[src/rtl/p_serial_sub_12b_pkg.sv]
// p_serial_sub_12b_pkg: shared state encoding and sizes for the bit-serial subtractor
package p_serial_sub_12b_pkg;
  localparam int W_DEF = 12;
  localparam int CW = 4;
  typedef enum logic [1:0] {
    IDLE = 2'd0,
    RUN  = 2'd1,
    DONE = 2'd2
  } state_t;
endpackage

[src/rtl/p_fs.sv]
// p_fs: one-bit full subtractor cell, the subtract counterpart of the full adder
module p_fs (
  input  logic a,
  input  logic b,
  input  logic bi,
  output logic d,
  output logic bo
);
  assign d  = a ^ b ^ bi;
  assign bo = (~a & b) | (~(a ^ b) & bi);
endmodule

[src/rtl/p_serial_sub_12b.sv]
// p_serial_sub_12b: LSB-first bit-serial subtractor, one bit per cycle, registered result and borrow
module p_serial_sub_12b
  import p_serial_sub_12b_pkg::*;
#(
  parameter int W = W_DEF
) (
  input  logic         clk,
  input  logic         rst_n,
  input  logic         start,
  input  logic [W-1:0] x,
  input  logic [W-1:0] y,
  output logic [W-1:0] d,
  output logic         borrow,
  output logic         busy,
  output logic         done
);
  localparam logic [CW-1:0] LAST = CW'(W - 1);
  state_t state, nxt;
  logic [W-1:0] a, b, r;
  logic [CW-1:0] cnt;
  logic bi, diff, bo, last, busy_nx, done_nx;
  assign last = cnt == LAST;
  p_fs u_fs (
    .a (a[0]),
    .b (b[0]),
    .bi(bi),
    .d (diff),
    .bo(bo)
  );
  always_comb nxt = state == RUN ? (last ? DONE : RUN) : (start ? RUN : IDLE);
  always_comb begin
    busy_nx = nxt == RUN;
    done_nx = nxt == DONE;
  end
  always_ff @(posedge clk or negedge rst_n) begin
    if (!rst_n) begin
      state <= IDLE;
      busy  <= 1'b0;
      done  <= 1'b0;
    end else begin
      state <= nxt;
      busy  <= busy_nx;
      done  <= done_nx;
    end
  end
  always_ff @(posedge clk or negedge rst_n) begin
    if (!rst_n) begin
      a      <= '0;
      b      <= '0;
      r      <= '0;
      bi     <= 1'b0;
      cnt    <= '0;
      d      <= '0;
      borrow <= 1'b0;
    end else if (state == RUN) begin
      a   <= a >> 1;
      b   <= b >> 1;
      r   <= {diff, r[W-1:1]};
      bi  <= bo;
      cnt <= last ? cnt : cnt + 1'b1;
      if (last) begin
        d      <= {diff, r[W-1:1]};
        borrow <= bo;
      end
    end else if (start) begin
      a   <= x;
      b   <= y;
      bi  <= 1'b0;
      cnt <= '0;
    end
  end
endmodule

[config.mk]
export PLATFORM = sky130hd
export DESIGN_NAME = p_serial_sub_12b
export DESIGN_NICKNAME = d
export VERILOG_FILES = /design/src/rtl/p_serial_sub_12b_pkg.sv /design/src/rtl/p_fs.sv /design/src/rtl/p_serial_sub_12b.sv
export SDC_FILE = /design/constraint.sdc
export NUM_CORES = 1
export LEC_CHECK = 0
export ABC_AREA = 0
export ABC_CLOCK_PERIOD_IN_PS = 4300
export CORE_AREA = 2 2 74 76
export CTS_CLUSTER_DIAMETER = 120
export DETAILED_ROUTE_END_ITERATION = 8
export DIE_AREA = 0 0 76 78
export PLACE_DENSITY = 0.73
export SYNTH_ARGS = -nofsm -noshare
export SYNTH_HDL_FRONTEND = slang
export SYNTH_SLANG_ARGS = --single-unit
[constraint.sdc]
create_clock -name clk -period 4.3 [get_ports clk]
set_input_delay 0.86 -clock clk [delete_from_list [all_inputs] [get_ports clk]]
set_output_delay 0.86 -clock clk [all_outputs]
set_load 0.005 [all_outputs]
==> impl_metrics.csv, run 1 <==
group,metric,value,unit
run_status,outcome,"complete, no violations",
clock_tree,cts.clk_slew.worst_paths,0.09,ns
clock_tree,cts-buffers-inserted,5,
timing,setup_ws,2.013,ns
final_layout,fill_cells,424,
yosys,cells_after_synth,209,
place,detailedPlace.worstSlack,1.688,ns
place,port-buffer-count,41,
final_layout,n_antenna_cell,0,
floorplanning,total_number_of_placement_rows,26,
worst_setup_path,critical-path-top-delay-family,"buffers and inverters",
yosys,synth_sequential_area_ratio,57.11,%
timing,timing.final.setup_violations,0,
timing,timing.max_slew.rel_slack,52.85,%
worst_setup_path,crit_buf_inv,2,
timing,final-hold-violation-count,0,
timing,max_slew.worst_pin.slew,0.7057,ns
worst_setup_path,worst_setup_end_kind,"flop",
worst_setup_path,critical-path-slowest-cell,"sky130_fd_sc_hd__clkdlybuf4s50_1",
global_routing,antenna_violations_before_repair,0,
global_routing,globalRouteTotalUtil,15.53,%
routing,antenna_violating_nets_post_route,0,
timing,finalCritPeriodShare,53.19,%
worst_setup_path,crit_path_start_kind,"input pin",
yosys,synth_async_sr_flop_share,100.0,%
global_routing,grt_pass1_vias,1516,
timing,unrepaired_setup_endpoints_after_global_routing,"false",
final_layout,instances_no_fill,318,
yosys,post-synth-top-count-cell,"sky130_fd_sc_hd__dfrtp_1",
clock_tree,clock_tree_from_tritoncts,"done",
power_and_ir_drop,peakVddDrop,284.6,uV
timing,timing_max_transition_violations_final,0,
clock_tree,cts-resized-gates,0,
yosys,synth_area,0.002454,sq mm
global_routing,grt_overflow_total,0,
clock_tree,htree_num_levels,2,
worst_setup_path,crit_path_max_fanout,16,
global_routing,largest_net_degree_at_the_start_of_global_routing,35,
yosys,yosys.cell_types.count,28,
yosys,synthFlopType,"sky130_fd_sc_hd__dfrtp_1",
routing,dr_total_vias,1537,
power_and_ir_drop,power.density,621.1,mW/mm^2
yosys,synth_edf_count,0,
place,gpl.final_weighted_congestion,0.7357,
worst_setup_path,critPathRequiredTime,4.46,ns
routing,drt-initial-drc-count,94,
min_path,hold_path.class,"flop to flop",
timing,post_route_minimum_period,2.287,ns
yosys,yosys_warn_count,0,
clock_tree,worstSkewPairLatency,0.30,ns
worst_setup_path,cp_data_arrival_time,2.45,ns
final_layout,ratio_of_cells_with_drive_above_1_in_the_final_layout,10.89,%
timing,max_freq,437.2,MHz
floorplanning,dieArea,0.005928,sq mm
floorplanning,io-pin-count,42,
routing,post_detailed_route_wirelength_per_cell,13.15,um
routing,wirelength,4183,um
worst_setup_path,worst_path_largest_cell_delay,0.87,ns
job,maxCapViolCount,0,
routing,viasPerCell,4.833,
routing,drc_errors,0,
power_and_ir_drop,power.leakage,1.429,nW
yosys,ys_top_cells_by_area,"sky130_fd_sc_hd__dfrtp_1 (57%), sky130_fd_sc_hd__mux2i_1 (11%), sky130_fd_sc_hd__nand2_1 (8.4%), sky130_fd_sc_hd__mux2_4 (5.5%), sky130_fd_sc_hd__o21ai_0 (5.1%)",
yosys,synth.cells.most_frequent,"sky130_fd_sc_hd__dfrtp_1 (56), sky130_fd_sc_hd__nand2_1 (55), sky130_fd_sc_hd__mux2i_1 (26)",
clock_tree,cts_max_path_buffers,2,
routing,drt_first_pass_iters,4,
yosys,ys_seq_elements,56,
yosys,yosysTopAreaCellShare,57.11,%
floorplanning,initial_utilization,48.66,%
global_routing,grt_first_pass_wirelength,7383,um
floorplanning,die_w,76,um
place,placedCellCount,310,
yosys,post-synth-top-area-cell,"sky130_fd_sc_hd__dfrtp_1",
place,hpwlAfterDp,2789,um
clock_tree,cts_root_buffer,"sky130_fd_sc_hd__clkbuf_8",
timing,final.setup.tns,0,ns
clock_tree,clock_sink_count,56,
yosys,postSynthAreaPerCell,11.74,sq um
timing,fin_worst_skew,0.01237,ns
clock_tree,ctsHoldBuffers,0,
floorplanning,coreArea,0.005042,sq mm
floorplanning,die_height,78,um
worst_setup_path,path_type_of_the_worst_setup_path,"input pin to flop",
clock_tree,cts_setup_buffers,0,
final_layout,syn_to_final_growth,20.86,%
worst_setup_path,critical_path.cell_chain,"clkdlybuf4s50_1 -> buf_4 -> mux2i_1 -> o21ai_0",
yosys,postSynthNetCount,238,
final_layout,fin_nets,276,
## cells by family (layout without fill, tap and decap cells)
| group | Yosys count | count (layout) | synth area share [%] |
|---|---|---|---|
| AOI/OAI and AO/OA | 29 | 29 | 6.528 |
| muxes | 38 | 38 | 17.49 |
| DFF | 56 | 56 | 57.11 |
| buffers and inverters | 16 | 55 | 4.589 |
| and+or+nand+nor | 67 | 67 | 12.60 |
| xor gates and xnor gates | 1 | 1 | 0.3570 |
| adders and majority gates | 2 | 2 | 1.326 |
## report_power, final
part	total, mW	switching [mW]	internal (mW)
registers	0.865	0.131	0.734
logic	0.685	0.330	0.355
clock network	0.292	0.160	0.132
## worst paths after layout
kind / endpoint / slack [ns] / cells after the start / startpoint
worst min register to register: a[8] / 0.49 / 2 / a[9]
max in group asynchronous: borrow / 2.96 / 2 / rst_n
min in group asynchronous: d[7] / 0.54 / 1 / rst_n
worst max-delay path: a[8] / 2.01 / 4 / start
worst min-delay path: a[8] / 0.49 / 2 / a[9]
worst max register to register: a[2] / 2.62 / 3 / state[0]
## cells in the final DEF, fill, tap and decap left out, types with 2 or more instances in the layout
cell,netlist,final
sky130_fd_sc_hd__nor2_1,4,4
sky130_fd_sc_hd__inv_1,3,3
sky130_fd_sc_hd__nand2_1,55,55
sky130_fd_sc_hd__mux2_2,3,3
sky130_fd_sc_hd__clkdlybuf4s50_1,0,40
sky130_fd_sc_hd__o21ai_0,25,25
sky130_fd_sc_hd__clkbuf_8,0,6
sky130_fd_sc_hd__mux2i_1,26,26
sky130_fd_sc_hd__clkbuf_1,0,2
sky130_fd_sc_hd__buf_4,6,3
sky130_fd_sc_hd__dfrtp_1,56,56
sky130_fd_sc_hd__mux2_4,9,9
## layout make-up
class                   count  area, sq um  share of cell area [%]
clock buffers               8        90.09                   3.038
multi-input cells         137        947.2                   31.94
well taps                  70        87.58                   2.954
repair buffers             44        427.9                   14.43
inverters                   3        11.26                  0.3797
flip-flops and latches     56         1401                   47.26
## metal layers
metal	GRT usage [%]	up-vias	share of wire (%)
met1	22.11	737	51
li1	-	774	-
met2	24.20	21	45
met3	2.674	5	2.3
met4	5.455	0	1.6
met5	0	-	0
## registers in the layout, summed over array words and instances (netlist names)
register and count:
a 12, b 12, d 12, r 11, cnt 4, state 2
bi 1, borrow 1, done 1
## worst register-to-register path, delay by kind of cell, from the launching register on
kind | cells | cell delay (ns)
AO/OA/AOI/OAI | 1 | 0.14
buffers and inverters | 1 | 0.38
flip-flops | 1 | 0.41
AND/OR/NAND/NOR | 1 | 0.63
## per-stage QoR
| step | util [%] | cell area [sq um] | power (mW) | hold slack (ns) |
|---|---|---|---|---|
| 2_1_floorplan | - | 2454 | 1.346 | 0.4401 |
| 3_3_place_gp | 57.02 | 2875 | 1.552 | 0.4529 |
| 3_5_place_dp | 57.02 | 2875 | 1.571 | 0.4703 |
| 4_1_cts | 58.81 | 2965 | 1.864 | 0.4930 |
| 5_1_grt | 58.81 | 2965 | 1.994 | 0.5152 |
| 6_report | 58.81 | 2965 | 1.842 | 0.4876 |
No activity file was read; power rests on OpenSTA's default activity.
==> run 2: changes to the inputs <==
--- a/config.mk
+++ b/config.mk
@@ -6,11 +6,11 @@
 export NUM_CORES = 1
 export LEC_CHECK = 0
 export ABC_AREA = 0
-export ABC_CLOCK_PERIOD_IN_PS = 4300
-export CORE_AREA = 2 2 74 76
+export ABC_CLOCK_PERIOD_IN_PS = 2100
+export CORE_AREA = 2 2 76 78
 export CTS_CLUSTER_DIAMETER = 120
 export DETAILED_ROUTE_END_ITERATION = 8
-export DIE_AREA = 0 0 76 78
+export DIE_AREA = 0 0 78 80
 export PLACE_DENSITY = 0.73
 export SYNTH_ARGS = -nofsm -noshare
 export SYNTH_HDL_FRONTEND = slang
==> constraint.sdc (replaced) <==
create_clock -name clk -period 2.1 [get_ports clk]
set_input_delay 0.42 -clock clk [delete_from_list [all_inputs] [get_ports clk]]
set_output_delay 0.42 -clock clk [all_outputs]
set_load 0.005 [all_outputs]
==> impl_metrics.csv, run 2 (synthesis results as in run 1) <==
group,metric,value,unit
run_status,outcome,"complete, no violations",
worst_setup_path,critical_path.cell_chain,"clkdlybuf4s50_1",
timing,timing.final.setup_violations,0,
clock_tree,cts-buffers-inserted,5,
clock_tree,worstSkewPairLatency,0.31,ns
routing,drt-initial-drc-count,86,
timing,final.setup.tns,0,ns
routing,wirelength,4309,um
worst_setup_path,critPathRequiredTime,1.68,ns
worst_setup_path,cp_data_arrival_time,1.26,ns
final_layout,fill_cells,467,
global_routing,largest_net_degree_at_the_start_of_global_routing,57,
clock_tree,clock_sink_count,56,
worst_setup_path,r2r_setup_slack,0.46,ns
clock_tree,cts_setup_buffers,0,
place,postPlaceCellArea,0.002918,sq mm
floorplanning,io-pin-count,42,
timing,timing.max_slew.rel_slack,69.16,%
floorplanning,initial_utilization,45.39,%
worst_setup_path,critical-path-top-delay-family,"buffers and inverters",
clock_tree,cts_max_path_buffers,2,
global_routing,antenna_violations_before_repair,0,
final_layout,ratio_of_cells_with_drive_above_1_in_the_final_layout,12.40,%
timing,finalCritPeriodShare,80.06,%
final_layout,syn_to_final_growth,23.61,%
routing,viasPerCell,4.832,
final_layout,post_route_cell_area,0.003033,sq mm
worst_setup_path,register_to_register_path_depth,4,
clock_tree,cts.clk_slew.worst_paths,0.11,ns
final_layout,mostFrequentLayoutCell,"sky130_fd_sc_hd__dfrtp_1",
worst_setup_path,crit_cells,1,
worst_setup_path,timing.rr.end,"d[11]",
routing,post_detailed_route_wirelength_per_cell,13.38,um
floorplanning,die_w,78,um
worst_setup_path,crit_path_start_kind,"flop",
worst_setup_path,crit_buf_inv,1,
timing,final-hold-violation-count,0,
routing,drc_errors,0,
global_routing,grt_first_pass_wirelength,7500,um
final_layout,mostFrequentLayoutCells,"sky130_fd_sc_hd__dfrtp_1 (56), sky130_fd_sc_hd__nand2_1 (55), sky130_fd_sc_hd__clkdlybuf4s50_1 (40), sky130_fd_sc_hd__mux2i_1 (26), sky130_fd_sc_hd__o21ai_0 (25)",
floorplanning,total_number_of_placement_rows,27,
timing,max_slew.worst_pin.slew,0.4612,ns
global_routing,globalRouteTotalUtil,15.60,%
worst_setup_path,crit_path_max_fanout,3,
clock_tree,cts_root_buffer,"sky130_fd_sc_hd__clkbuf_8",
power_and_ir_drop,peakVddDrop,733.9,uV
final_layout,n_antenna_cell,0,
timing,fin_worst_skew,0.01465,ns
floorplanning,coreArea,0.005405,sq mm
worst_setup_path,rr_startpoint,"cnt[0]",
power_and_ir_drop,power.density,1293,mW/mm^2
final_layout,fin_nets,278,
clock_tree,htree_num_levels,2,
global_routing,grt_pass1_vias,1566,
place,port-buffer-count,41,
clock_tree,clock_tree_from_tritoncts,"done",
clock_tree,ctsHoldBuffers,0,
worst_setup_path,path_type_of_the_worst_setup_path,"flop to output port",
worst_setup_path,worst_setup_end_kind,"output port",
timing,unrepaired_setup_endpoints_after_global_routing,"false",
global_routing,grt_overflow_total,0,
timing,post_route_minimum_period,1.681,ns
clock_tree,cts-resized-gates,0,
floorplanning,die_height,80,um
routing,antenna_violating_nets_post_route,0,
routing,drt_first_pass_iters,4,
worst_setup_path,critical-path-slowest-cell,"sky130_fd_sc_hd__clkdlybuf4s50_1",
min_path,hold_path.class,"input pin to async pin",
job,maxCapViolCount,0,
power_and_ir_drop,power.leakage,1.457,nW
floorplanning,dieArea,0.006240,sq mm
place,gpl.final_weighted_congestion,0.7401,
place,hpwlAfterDp,2871,um
timing,timing_max_transition_violations_final,0,
routing,dr_total_vias,1556,
final_layout,layout_top_registers,"a (12), b (12), d (12)",
timing,max_freq,594.8,MHz
worst_setup_path,worst_path_largest_cell_delay,0.53,ns
==> run 2: worst max-delay path by stage <==
stage | to | start
after floorplan | d[10] | cnt[0]
after global placement | a[0] | start
after detailed placement | a[3] | start
after CTS | busy | state[0]
after global routing | busy | state[0]
final | busy | state[0]
==> run 2: power by group <==
part,switching [mW],internal (mW)
clock network,0.350,0.360
logic,0.683,0.751
registers,0.277,1.50
total,1.31,2.61
==> run 2: metal layers <==
metal	routed length (um)	vias to the layer above	share of wire, %	GRT usage [%]
met1	2021	736	47	20.71
met3	156	7	3.6	4.186
li1	-	783	-	-
met4	66	0	1.5	5.789
met5	0	-	0	0
met2	2065	30	48	24.66
==> run 2: per-stage QoR <==
step | setup WS, ns | power (mW) | std cells | hold WS [ns] | utilization [%]
after CTS | 0.4006 | 3.978 | 322 | 0.09975 | 56.11
final | 0.4188 | 3.923 | 322 | 0.08617 | 56.11
after global placement | 0.2906 | 3.195 | 314 | 0.4389 | 53.98
after global routing | 0.3566 | 4.242 | 322 | 0.1012 | 56.11
after detailed placement | 0.2529 | 3.255 | 314 | 0.4421 | 53.98
after floorplan | 0.6871 | 2.756 | 209 | 0.1244 | -
==> run 2: final cells by class <==
cell class | instances | area, sq um | share of cell area (%)
Inverter | 3 | 11.26 | 0.3713
Timing Repair Buffer | 46 | 467.9 | 15.43
Clock buffer | 5 | 68.82 | 2.269
Tap cell | 72 | 90.09 | 2.970
Multi-Input combinational cell | 137 | 947.2 | 31.23
Clock inverter | 3 | 46.29 | 1.526
Sequential cell | 56 | 1401 | 46.20
==> run 3: changes to the inputs <==
--- a/config.mk
+++ b/config.mk
@@ -6,11 +6,11 @@
 export NUM_CORES = 1
 export LEC_CHECK = 0
 export ABC_AREA = 0
-export ABC_CLOCK_PERIOD_IN_PS = 2100
-export CORE_AREA = 2 2 76 78
+export ABC_CLOCK_PERIOD_IN_PS = 1750
+export CORE_AREA = 2 2 74 76
 export CTS_CLUSTER_DIAMETER = 120
 export DETAILED_ROUTE_END_ITERATION = 8
-export DIE_AREA = 0 0 78 80
+export DIE_AREA = 0 0 76 78
 export PLACE_DENSITY = 0.73
 export SYNTH_ARGS = -nofsm -noshare
 export SYNTH_HDL_FRONTEND = slang
==> constraint.sdc (replaced) <==
create_clock -name clk -period 1.75 [get_ports clk]
set_input_delay 0.35 -clock clk [delete_from_list [all_inputs] [get_ports clk]]
set_output_delay 0.35 -clock clk [all_outputs]
set_load 0.005 [all_outputs]
==> impl_metrics.csv, run 3 (synthesis results as in run 1) <==
group,metric,value,unit
floorplanning,coreArea,0.005042,sq mm
global_routing,largest_net_degree_at_the_start_of_global_routing,39,
clock_tree,cts_root_buffer,"sky130_fd_sc_hd__clkbuf_8",
floorplanning,die_height,78,um
clock_tree,clock_sink_count,56,
floorplanning,dieArea,0.005928,sq mm
power_and_ir_drop,power.leakage,1.476,nW
clock_tree,worstSkewPairLatency,0.30,ns
routing,drt_first_pass_iters,4,
final_layout,fin_nets,282,
clock_tree,cts_max_path_buffers,2,
timing,max_freq,631.6,MHz
timing,timing.final.setup_violations,0,
routing,wirelength,4223,um
timing,final-hold-violation-count,0,
floorplanning,io-pin-count,42,
timing,max_slew.worst_pin.slew,0.4425,ns
worst_setup_path,critPathRequiredTime,1.40,ns
clock_tree,htree_num_levels,2,
place,gpl.final_weighted_congestion,0.7192,
timing,final.setup.tns,0,ns
job,maxCapViolCount,0,
run_status,outcome,"complete, no violations",
floorplanning,initial_utilization,48.66,%
floorplanning,total_number_of_placement_rows,26,
timing,unrepaired_setup_endpoints_after_global_routing,"false",
clock_tree,cts-resized-gates,0,
final_layout,syn_to_final_growth,24.53,%
global_routing,grt_overflow_total,0,
timing,timing_max_transition_violations_final,0,
clock_tree,cts.clk_slew.worst_paths,0.10,ns
global_routing,grt_first_pass_wirelength,7741,um
routing,antenna_violating_nets_post_route,0,
final_layout,ratio_of_cells_with_drive_above_1_in_the_final_layout,12.99,%
global_routing,globalRouteTotalUtil,16.41,%
routing,viasPerCell,4.914,
clock_tree,cts-buffers-inserted,5,
timing,fin_worst_skew,0.008782,ns
global_routing,antenna_violations_before_repair,0,
global_routing,grt_pass1_vias,1636,
worst_setup_path,crit_path_start_kind,"flop",
timing,post_route_minimum_period,1.583,ns
worst_setup_path,critical-path-top-delay-family,"buffers and inverters",
final_layout,instances_no_fill,324,
worst_setup_path,worst_path_largest_cell_delay,0.53,ns
worst_setup_path,path_type_of_the_worst_setup_path,"flop to output port",
routing,post_detailed_route_wirelength_per_cell,13.03,um
routing,drc_errors,0,
final_layout,n_antenna_cell,0,
timing,finalCritPeriodShare,90.47,%
place,port-buffer-count,41,
place,placedCellCount,315,
final_layout,mostFrequentLayoutCell,"sky130_fd_sc_hd__dfrtp_1",
place,hpwlAfterDp,2953,um
clock_tree,clock_tree_from_tritoncts,"done",
worst_setup_path,cp_data_arrival_time,1.23,ns
final_layout,mostFrequentLayoutCells,"sky130_fd_sc_hd__dfrtp_1 (56), sky130_fd_sc_hd__nand2_1 (55), sky130_fd_sc_hd__clkdlybuf4s50_1 (40), sky130_fd_sc_hd__mux2i_1 (26), sky130_fd_sc_hd__o21ai_0 (25)",
routing,dr_total_vias,1592,
min_path,hold_path.class,"flop to flop",
routing,drt-initial-drc-count,79,
final_layout,layout_top_registers,"a (12), b (12), d (12)",
worst_setup_path,crit_buf_inv,1,
worst_setup_path,critical_path.cell_chain,"clkdlybuf4s50_1",
worst_setup_path,worst_setup_end_kind,"output port",
timing,timing.max_slew.rel_slack,70.50,%
power_and_ir_drop,power.density,1537,mW/mm^2
worst_setup_path,critical-path-slowest-cell,"sky130_fd_sc_hd__clkdlybuf4s50_1",
floorplanning,die_w,76,um
power_and_ir_drop,peakVddDrop,737.0,uV
worst_setup_path,crit_path_max_fanout,3,
-- run 3: cell types whose count changed in the layout (fill, tap and decap cells not counted) --
cell and delta:
sky130_fd_sc_hd__dlygate4sd3_1 +1, sky130_fd_sc_hd__inv_6 -1, sky130_fd_sc_hd__clkinvlp_4 -1, sky130_fd_sc_hd__clkinv_2 +1
sky130_fd_sc_hd__buf_4 +3, sky130_fd_sc_hd__clkbuf_1 +1
-- run 3: final cells by class --
cell class	count	area (sq um)
Inverter	3	11.26
Multi-Input combinational cell	137	947.2
Fill cell	421	1987
Sequential cell	56	1401
Clock inverter	2	35.03
Tap cell	70	87.58
Clock buffer	6	72.57
Timing Repair Buffer	50	500.5
-- run 3: final timing paths --
path / startpoint / to / slack [ns] / cells after the start
max reg2reg: cnt[0] / d[1] / 0.18 / 4
max: state[0] / busy / 0.17 / 1
min in group asynchronous: rst_n / b[5] / 0.53 / 2
min: b[1] / b[0] / 0.47 / 2
min reg2reg: b[1] / b[0] / 0.47 / 2
max in group asynchronous: rst_n / state[0] / 0.69 / 3
-- run 3: worst min-delay path: cells and delay by family (launching register included) --
kind	cells	cell delay [ns]
compound gates	1	0.06
flops	1	0.35
simple gates	1	0.04
-- run 3: metrics by stage --
step / setup slack, ns / hold WS (ns) / power [mW] / util (%) / instance area (sq um)
floorplan: 0.3371 / 0.05441 / 3.307 / - / 2454
global placement: 0.1325 / 0.3240 / 3.864 / 58.26 / 2938
detailed placement: 0.09185 / 0.3302 / 3.926 / 58.26 / 2938
CTS: 0.1397 / 0.4813 / 4.768 / 60.60 / 3055
global route: 0.09219 / 0.5135 / 5.096 / 60.60 / 3055
finish: 0.1667 / 0.4748 / 4.696 / 60.60 / 3055
-- run 3: power by group --
group	switching [mW]	leakage, nW	total (mW)	internal, mW
clock network	0.393	0.0552	0.819	0.425
registers	0.329	0.721	2.13	1.80
logic	0.822	0.700	1.74	0.922
-- run 3: per-layer routing --
metal | GRT usage [%] | routed length, um | share of wire (%) | vias to the layer above
li1 | - | - | - | 783
met1 | 21.72 | 1931 | 46 | 785
met2 | 25.98 | 2124 | 50 | 22
met3 | 4.186 | 125 | 3.0 | 2
met4 | 6.727 | 41 | 0.97 | 0
met5 | 0 | 0 | 0 | -
-- run 3: repair_timing --
item | 4_1_cts | 5_1_grt
hold buffers | 1 | 0
setup buffers | 0 | 0
endpoints found under the hold margin | 4 | 0
